**config.mk**
```make
export PLATFORM = sky130hd
export DESIGN_NAME = countdown_timer
export DESIGN_NICKNAME = d
export VERILOG_FILES = /design/src/rtl/countdown_timer.sv
export SDC_FILE = /design/constraint.sdc
export NUM_CORES = 1
export LEC_CHECK = 0
export CAP_MARGIN = 10
export CORE_ASPECT_RATIO = 1.5
export CORE_UTILIZATION = 43
export DETAILED_ROUTE_END_ITERATION = 7
export PLACE_DENSITY = 0.74
export SYNTH_ARGS = -nofsm -noshare
export SYNTH_HDL_FRONTEND = slang
export SYNTH_SLANG_ARGS = --single-unit
```
**constraint.sdc**
```tcl
create_clock -name clk -period 3.3 [get_ports clk]
set_clock_uncertainty 0.2 [all_clocks]
set_input_delay 0.66 -clock clk [delete_from_list [all_inputs] [get_ports clk]]
set_output_delay 0.66 -clock clk [all_outputs]
set_load 0.03 [all_outputs]
```
**src/rtl/countdown_timer.sv**
```systemverilog
//-----------------------------------------------------------------------------
// countdown_timer
//
// Loadable down-counting timer. A terminal value is loaded, the timer is
// started, and it counts down to zero. Expiry is flagged by a registered
// one-cycle done pulse. The timer can be paused and resumed, aborted, and
// placed in auto-reload mode so that it produces a periodic tick.
//
// Parameters
//   WIDTH        counter / load-value width in bits
//
// Ports
//   clk          single clock, all logic on its rising edge
//   rst          synchronous, active-high reset
//   load         capture data into count and the reload register (any state)
//   data         value captured on load
//   start        begin counting; honoured in IDLE only and only if count != 0
//   pause        level; freezes the count while high (RUN/PAUSE)
//   stop         abort to IDLE; count holds, no done
//   auto_reload  sampled on the terminal edge: reload instead of stopping
//   count        current count value (registered)
//   busy         high while state != IDLE (registered)
//   done         one-cycle pulse on the terminal edge (registered)
//
// Per-edge priority: rst > load > stop > pause > start/decrement.
//-----------------------------------------------------------------------------
module countdown_timer #(
    parameter int WIDTH = 5
) (
    input  logic             clk,
    input  logic             rst,
    input  logic             load,
    input  logic [WIDTH-1:0] data,
    input  logic             start,
    input  logic             pause,
    input  logic             stop,
    input  logic             auto_reload,
    output logic [WIDTH-1:0] count,
    output logic             busy,
    output logic             done
);

    typedef enum logic [1:0] {
        IDLE  = 2'd0,
        RUN   = 2'd1,
        PAUSE = 2'd2
    } state_t;

    localparam logic [WIDTH-1:0] CNT_ZERO = '0;
    localparam logic [WIDTH-1:0] CNT_ONE  = WIDTH'(1);

    state_t           state;
    state_t           state_next;
    logic [WIDTH-1:0] count_next;
    logic [WIDTH-1:0] reload_val;
    logic [WIDTH-1:0] reload_next;
    logic             done_next;

    //-------------------------------------------------------------------------
    // Next-state / next-output logic
    //-------------------------------------------------------------------------
    always_comb begin
        // NOTE: every signal driven here gets a default first, so no path
        // leaves one unassigned and no latch is inferred.
        state_next  = state;
        count_next  = count;
        reload_next = reload_val;
        done_next   = 1'b0;

        if (load) begin
            // Load wins over everything except reset and always parks in IDLE.
            count_next  = data;
            reload_next = data;
            state_next  = IDLE;
        end else if (stop && (state != IDLE)) begin
            // Abort: count is left where it was so a later start resumes it.
            state_next = IDLE;
        end else begin
            unique case (state)
                IDLE: begin
                    // Starting from zero would expire immediately with nothing
                    // to count, so it is refused. The start edge itself does
                    // not decrement.
                    if (start && (count != CNT_ZERO)) begin
                        state_next = RUN;
                    end
                end

                RUN: begin
                    if (pause) begin
                        state_next = PAUSE;
                    end else if (count > CNT_ONE) begin
                        count_next = count - CNT_ONE;
                    end else if (count == CNT_ONE) begin
                        // Terminal edge: the only edge on which done is raised.
                        done_next = 1'b1;
                        if (auto_reload) begin
                            count_next = reload_val;
                        end else begin
                            count_next = CNT_ZERO;
                            state_next = IDLE;
                        end
                    end else begin
                        // Zero while running cannot be reached through start;
                        // fall back to IDLE rather than wrap below zero.
                        state_next = IDLE;
                    end
                end

                PAUSE: begin
                    // Resume edge does not decrement; counting restarts on the
                    // edge after.
                    if (!pause) begin
                        state_next = RUN;
                    end
                end

                default: begin
                    state_next = IDLE;
                end
            endcase
        end
    end

    //-------------------------------------------------------------------------
    // State and output registers
    //-------------------------------------------------------------------------
    // NOTE: sequential state uses non-blocking assignments so every register
    // samples the values from before this edge, independent of statement order.
    always_ff @(posedge clk) begin
        if (rst) begin
            // NOTE: every register here is small control/data state and is
            // reset; a pending done is discarded by clearing it on this edge.
            state      <= IDLE;
            count      <= CNT_ZERO;
            reload_val <= CNT_ZERO;
            done       <= 1'b0;
            busy       <= 1'b0;
        end else begin
            state      <= state_next;
            count      <= count_next;
            reload_val <= reload_next;
            done       <= done_next;
            // busy is registered alongside state so it follows it one-for-one.
            busy       <= (state_next != IDLE);
        end
    end

endmodule

```
==> flow_summary.ini, run 1 <==
[cells_and_area]
multi_input_area_um2 = 516.7
nets = 125
layout-drive-gt1-share_pct = 15.60
antennaDiodeCount = 0
final_util_pct = 58.65
fin_area_um2 = 1074
num-fill-cells = 168
area_growth_pct = 27.30
regArea_um2 = 280.3

[critical_path]
cp_cell_sequence = clkdlybuf4s50_1
arrival_ps = 1520
worst-path-buf-inv = 1
crit_family = buffers and inverters
cpMaxStageDelayCell = clkdlybuf4s50_1
slowest_delay_ps = 730
start_kind = flip-flop
path_class = flip-flop to primary output
required_ps = 2440
worstSetupEndpointType = primary output
worstPathMaxFanout = 7

[synthesis]
yosys_warnings = 0
synth_seq_cells = 14
syn_area_um2 = 843.3
yosysSeqAreaShare_pct = 33.23
synth_most_common_cell = dfxtp_1
synth.largest_area_cell = dfxtp_1
syn_inst = 90
yosys.area.top_type_share_pct = 33.23
synth-edff-count = 0
yosysUniqueCellTypes = 41
mappedNetlistNets = 105
syn_area_per_cell_um2 = 9.370
netlist_top_cells_area = dfxtp_1 (33%), ha_1 (4.5%), mux2i_1 (3.6%)
postSynth.asyncResetShare_pct = 0
synth_commonest_cells = dfxtp_1 (14), nor2_1 (8), inv_1 (7)
synth_top_flop_cell = dfxtp_1

[global_routing]
grt_max_degree = 18
grt_pass1_wl_mm = 2.870
grt_antenna_before_repair = 0
grt.overflow.total = 0
track_usage_pct = 18.66
grt_pass1_vias = 683

[pwr]
p_switching_mw = 0.1160
p_comb_share_pct = 23.5
power_density_nw_per_um2 = 378.5
clockPowerShare_pct = 30.4
swShare_pct = 28.56
ir_worst_vdd_mv = 0.2621
fin_total_pwr_mw = 0.4064
p_leak_nw = 0.3965
p_int_mw = 0.2903
p_seq_share_pct = 46.2

[die]
start_util_pct = 46.07
rows = 19
core_area_um2 = 1831
die_w_um = 38.16
io_pins = 19
die-area_um2 = 2146
die_height_um = 56.24

[min_path]
hp-class = flip-flop to flip-flop

[placement]
portBuffers = 18
routabilityCongestion = 0.8545
dpl.hpwl_mm = 1.313
place_area_um2 = 1037

[timing]
tightest_slew_ps = 525.8
period_share_pct = 72.18
final_max_slew_viol_count = 0
setup_viol_count_final = 0
hold_slack_ps = 269.4
hold_viol = 0
min_period_ps = 2382
clock.fmax_mhz = 419.8
rsz0062_at_grt = false
fin_tns_setup_ps = 0
max_slew_margin_pct = 64.88

[route]
via_count = 727
viasPerCell = 5.592
drt-total-wl_mm = 1.698
drt.antenna.violating_nets = 0
firstDrtPassIters = 4
drt_iter0_drc = 11
drc_errors = 0
wl_per_cell_um = 13.06

[clocking]
ctsLongestPathBuffers = 2
cts_sinks = 14
clockRootBuffer = clkbuf_4
cts.repair.resized = 0
cts_tree = done
htree_levels = 1
post-cts-setup-buffers = 0
clk_pin_slew_ps = 90
cts_buffers = 3
holdBufCountCts = 0
clock_latency_ps = 280

[run]
cap_violations = 0

[run_status]
outcome = complete, no violations
[placed cells by master (no fill, tap or decap), drive strengths merged, types with 3 or more instances in the layout]
master	count
a21oi	5
and4	4
clkbuf	4
clkdlybuf4s50	18
dfxtp	14
ha	3
inv	7
mux2i	3
nand2	3
nor2	8
nor3	6
[worst min-delay path: stages (launching register included)]
cell,delay (ps)
dfxtp_1,310
nand2b_1,60
a21oi_1,60
[worst paths after layout]
path              cells after the start                          to  slack, ps                        from
hold / removal                        2  reload_val[1]$_SDFFE_PP0P_        270  reload_val[1]$_SDFFE_PP0P_
hold reg to reg                       2  reload_val[1]$_SDFFE_PP0P_        270  reload_val[1]$_SDFFE_PP0P_
setup / recovery                      1                    count[2]        920       count[2]$_SDFFE_PP0P_
setup reg to reg                      6       count[2]$_SDFFE_PP0P_       1270       count[1]$_SDFFE_PP0P_
[metal layers]
layer	up-vias	share of wire [%]	GRT usage [%]
met4	0	1.1	10.71
met3	2	3.2	2.400
li1	372	-	-
met5	-	0	0
met2	14	53	30.99
met1	339	43	21.52
[flip-flops by register name, indices dropped and copies added (netlist names)]
signal,count
count,5
busy,1
reload_val,5
state,2
done,1
[power by group through the flow]
stage,clock network [mW],logic (mW),registers [mW]
after floorplan,0,0.0546,0.199
after global placement,0,0.0951,0.191
after detailed placement,0,0.0957,0.192
after CTS,0.128,0.0962,0.188
after global routing,0.139,0.105,0.189
final,0.123,0.0953,0.188
[cell families (layout without fill, tap and decap cells)]
| family | count (synthesis) | count (layout) | synth area share [%] |
|---|---|---|---|
| AO/OA/AOI/OAI | 23 | 23 | 22.70 |
| adder cells (fa/ha/maj) | 3 | 3 | 4.452 |
| multiplexers | 4 | 4 | 4.896 |
| buffers and inverters | 11 | 30 | 5.490 |
| AND/OR/NAND/NOR | 34 | 34 | 28.19 |
| flip-flops | 14 | 14 | 33.23 |
| XOR/XNOR | 1 | 1 | 1.039 |
[through the flow]
| stage | setup slack, ps | instances |
|---|---|---|
| 2_1_floorplan | 1197 | 90 |
| 3_3_place_gp | 771.6 | 126 |
| 3_5_place_dp | 719.1 | 126 |
| 4_1_cts | 908.1 | 130 |
| 5_1_grt | 850.1 | 130 |
| 6_report | 917.9 | 130 |
[final cells by class]
| class | count | share of cell area (%) |
|---|---|---|
| Inverter | 7 | 2.448 |
| Multi-Input combinational cell | 65 | 48.14 |
| Timing Repair Buffer | 19 | 17.48 |
| Clock buffer | 4 | 3.380 |
| Sequential cell | 14 | 26.11 |
| Tap cell | 21 | 2.448 |
(Power assumes the default switching activity.)
==> run 2, diff against run 1 <==
PLACE_DENSITY = 0.77   (was 0.74)
clock period = 1.98 ns   (was 3.3 ns; I/O delays follow)
==> flow_summary.ini, run 2 (synthesis gave the netlist of run 1 again) <==
[run_status]
outcome = complete, no violations

[pwr]
fin_total_pwr_mw = 0.7045
ir_worst_vdd_mv = 0.4332
p_int_mw = 0.4976
power_density_nw_per_um2 = 596.5
swShare_pct = 29.36
p_switching_mw = 0.2069
p_leak_nw = 0.4791
p_seq_share_pct = 44.8
p_comb_share_pct = 25.3
clockPowerShare_pct = 29.9

[critical_path]
path_class = input port to flip-flop
worstSetupEndpointType = flip-flop
start_kind = input port
worstPathMaxFanout = 4
arrival_ps = 1880
cpMaxStageDelayCell = clkdlybuf4s50_1
required_ps = 1950
cp_cell_sequence = clkdlybuf4s50_1, nor4b_4, a21bo_2, nor4_2, a2111oi_2
slowest_delay_ps = 460

[cells_and_area]
final_cell_mix = clkdlybuf4s50_1 (13), dfxtp_1 (12), buf_4 (10)
final_common_cell = clkdlybuf4s50_1
layout-drive-gt1-share_pct = 27.97
num-fill-cells = 162
antennaDiodeCount = 0
largest_registers = count: 5 flops, reload_val: 5 flops, state: 2 flops
nets = 134
area_growth_pct = 40.06
multi_input_area_um2 = 554.3
regArea_um2 = 285.3

[timing]
clock.fmax_mhz = 525.1
fin_tns_setup_ps = 0
hold_viol = 0
setup_viol_count_final = 0
min_period_ps = 1904
max_slew_margin_pct = 73.13
tightest_slew_ps = 401.7
final_max_slew_viol_count = 0
rsz0062_at_grt = false
postLayoutSetupSlackWorst_ps = 75.67
hold_slack_ps = 278.9
period_share_pct = 96.18

[route]
firstDrtPassIters = 4
drt.antenna.violating_nets = 0
drt-total-wl_mm = 1.807
drc_errors = 0
drt_iter0_drc = 12
viasPerCell = 5.475
wl_per_cell_um = 13.00
via_count = 761

[placement]
portBuffers = 18
routabilityCongestion = 0.8104
dpl.hpwl_mm = 1.401
place_ws_ps = -229.2

[clocking]
cts_buffers = 3
clockRootBuffer = clkbuf_4
cts_tree = done
holdBufCountCts = 0
clock_latency_ps = 290
htree_levels = 1
ctsLongestPathBuffers = 2
clk_pin_slew_ps = 90
cts_sinks = 14

[die]
io_pins = 19
die-area_um2 = 2146
core_area_um2 = 1831
start_util_pct = 46.07
die_height_um = 56.24
rows = 19
die_w_um = 38.16

[global_routing]
grt_pass1_wl_mm = 3.063
track_usage_pct = 19.77
grt_antenna_before_repair = 0
grt_max_degree = 17
grt.overflow.total = 0
grt_pass1_vias = 749

[run]
cap_violations = 0

[min_path]
hp-class = flip-flop to flip-flop
run 2: layout make-up:
cell class / instances / area share, %
multi-input cells: 65 / 46.93
well taps: 21 / 2.225
repair buffers: 28 / 21.40
clock buffers: 4 / 3.072
flip-flops and latches: 14 / 24.15
inverters: 7 / 2.225
run 2: final timing paths:
| check | cells after the start | endpoint | slack (ps) | from |
|---|---|---|---|---|
| worst max register to register | 6 | busy$_SDFF_PP0_ | 140 | count[0]$_SDFFE_PP0P_ |
| worst max-delay path | 5 | count[3]$_SDFFE_PP0P_ | 80 | pause |
| worst min register to register | 2 | reload_val[1]$_SDFFE_PP0P_ | 280 | reload_val[1]$_SDFFE_PP0P_ |
| worst min-delay path | 2 | reload_val[1]$_SDFFE_PP0P_ | 280 | reload_val[1]$_SDFFE_PP0P_ |
run 2: repair_timing:
| action | CTS | global route |
|---|---|---|
| setup buffers | 0 | 0 |
| gates resized for setup | 4 | 9 |
| setup endpoints to repair | 4 | 7 |
| cloned | 0 | 0 |
run 2: layer usage:
metal | vias up | track usage, % | part of all wire [%]
met5 | - | 0 | 0
met3 | 5 | 3.600 | 2.5
li1 | 394 | - | -
met4 | 0 | 11.22 | 2.7
met2 | 14 | 33.41 | 53
met1 | 348 | 21.57 | 41
run 2: stage by stage:
step           cells  utilization (%)  cell area [um^2]
2_1_floorplan     90                -             849.6
3_3_place_gp     135            60.70              1111
3_5_place_dp     135            60.70              1111
4_1_cts          139            62.41              1142
5_1_grt          139            64.52              1181
6_report         139            64.52              1181
run 2: power by group through the flow:
stage          registers (mW)  clock network, mW  logic (mW)
2_1_floorplan           0.332                  0      0.0920
3_3_place_gp            0.319                  0       0.173
3_5_place_dp            0.320                  0       0.173
4_1_cts                 0.314              0.213       0.170
5_1_grt                 0.318              0.224       0.195
6_report                0.316              0.210       0.179
run 2: critical path, delay by kind of cell:
kind            cells  cell delay, ps
compound gates      2             360
simple gates        2             660
buf+inv             1             460
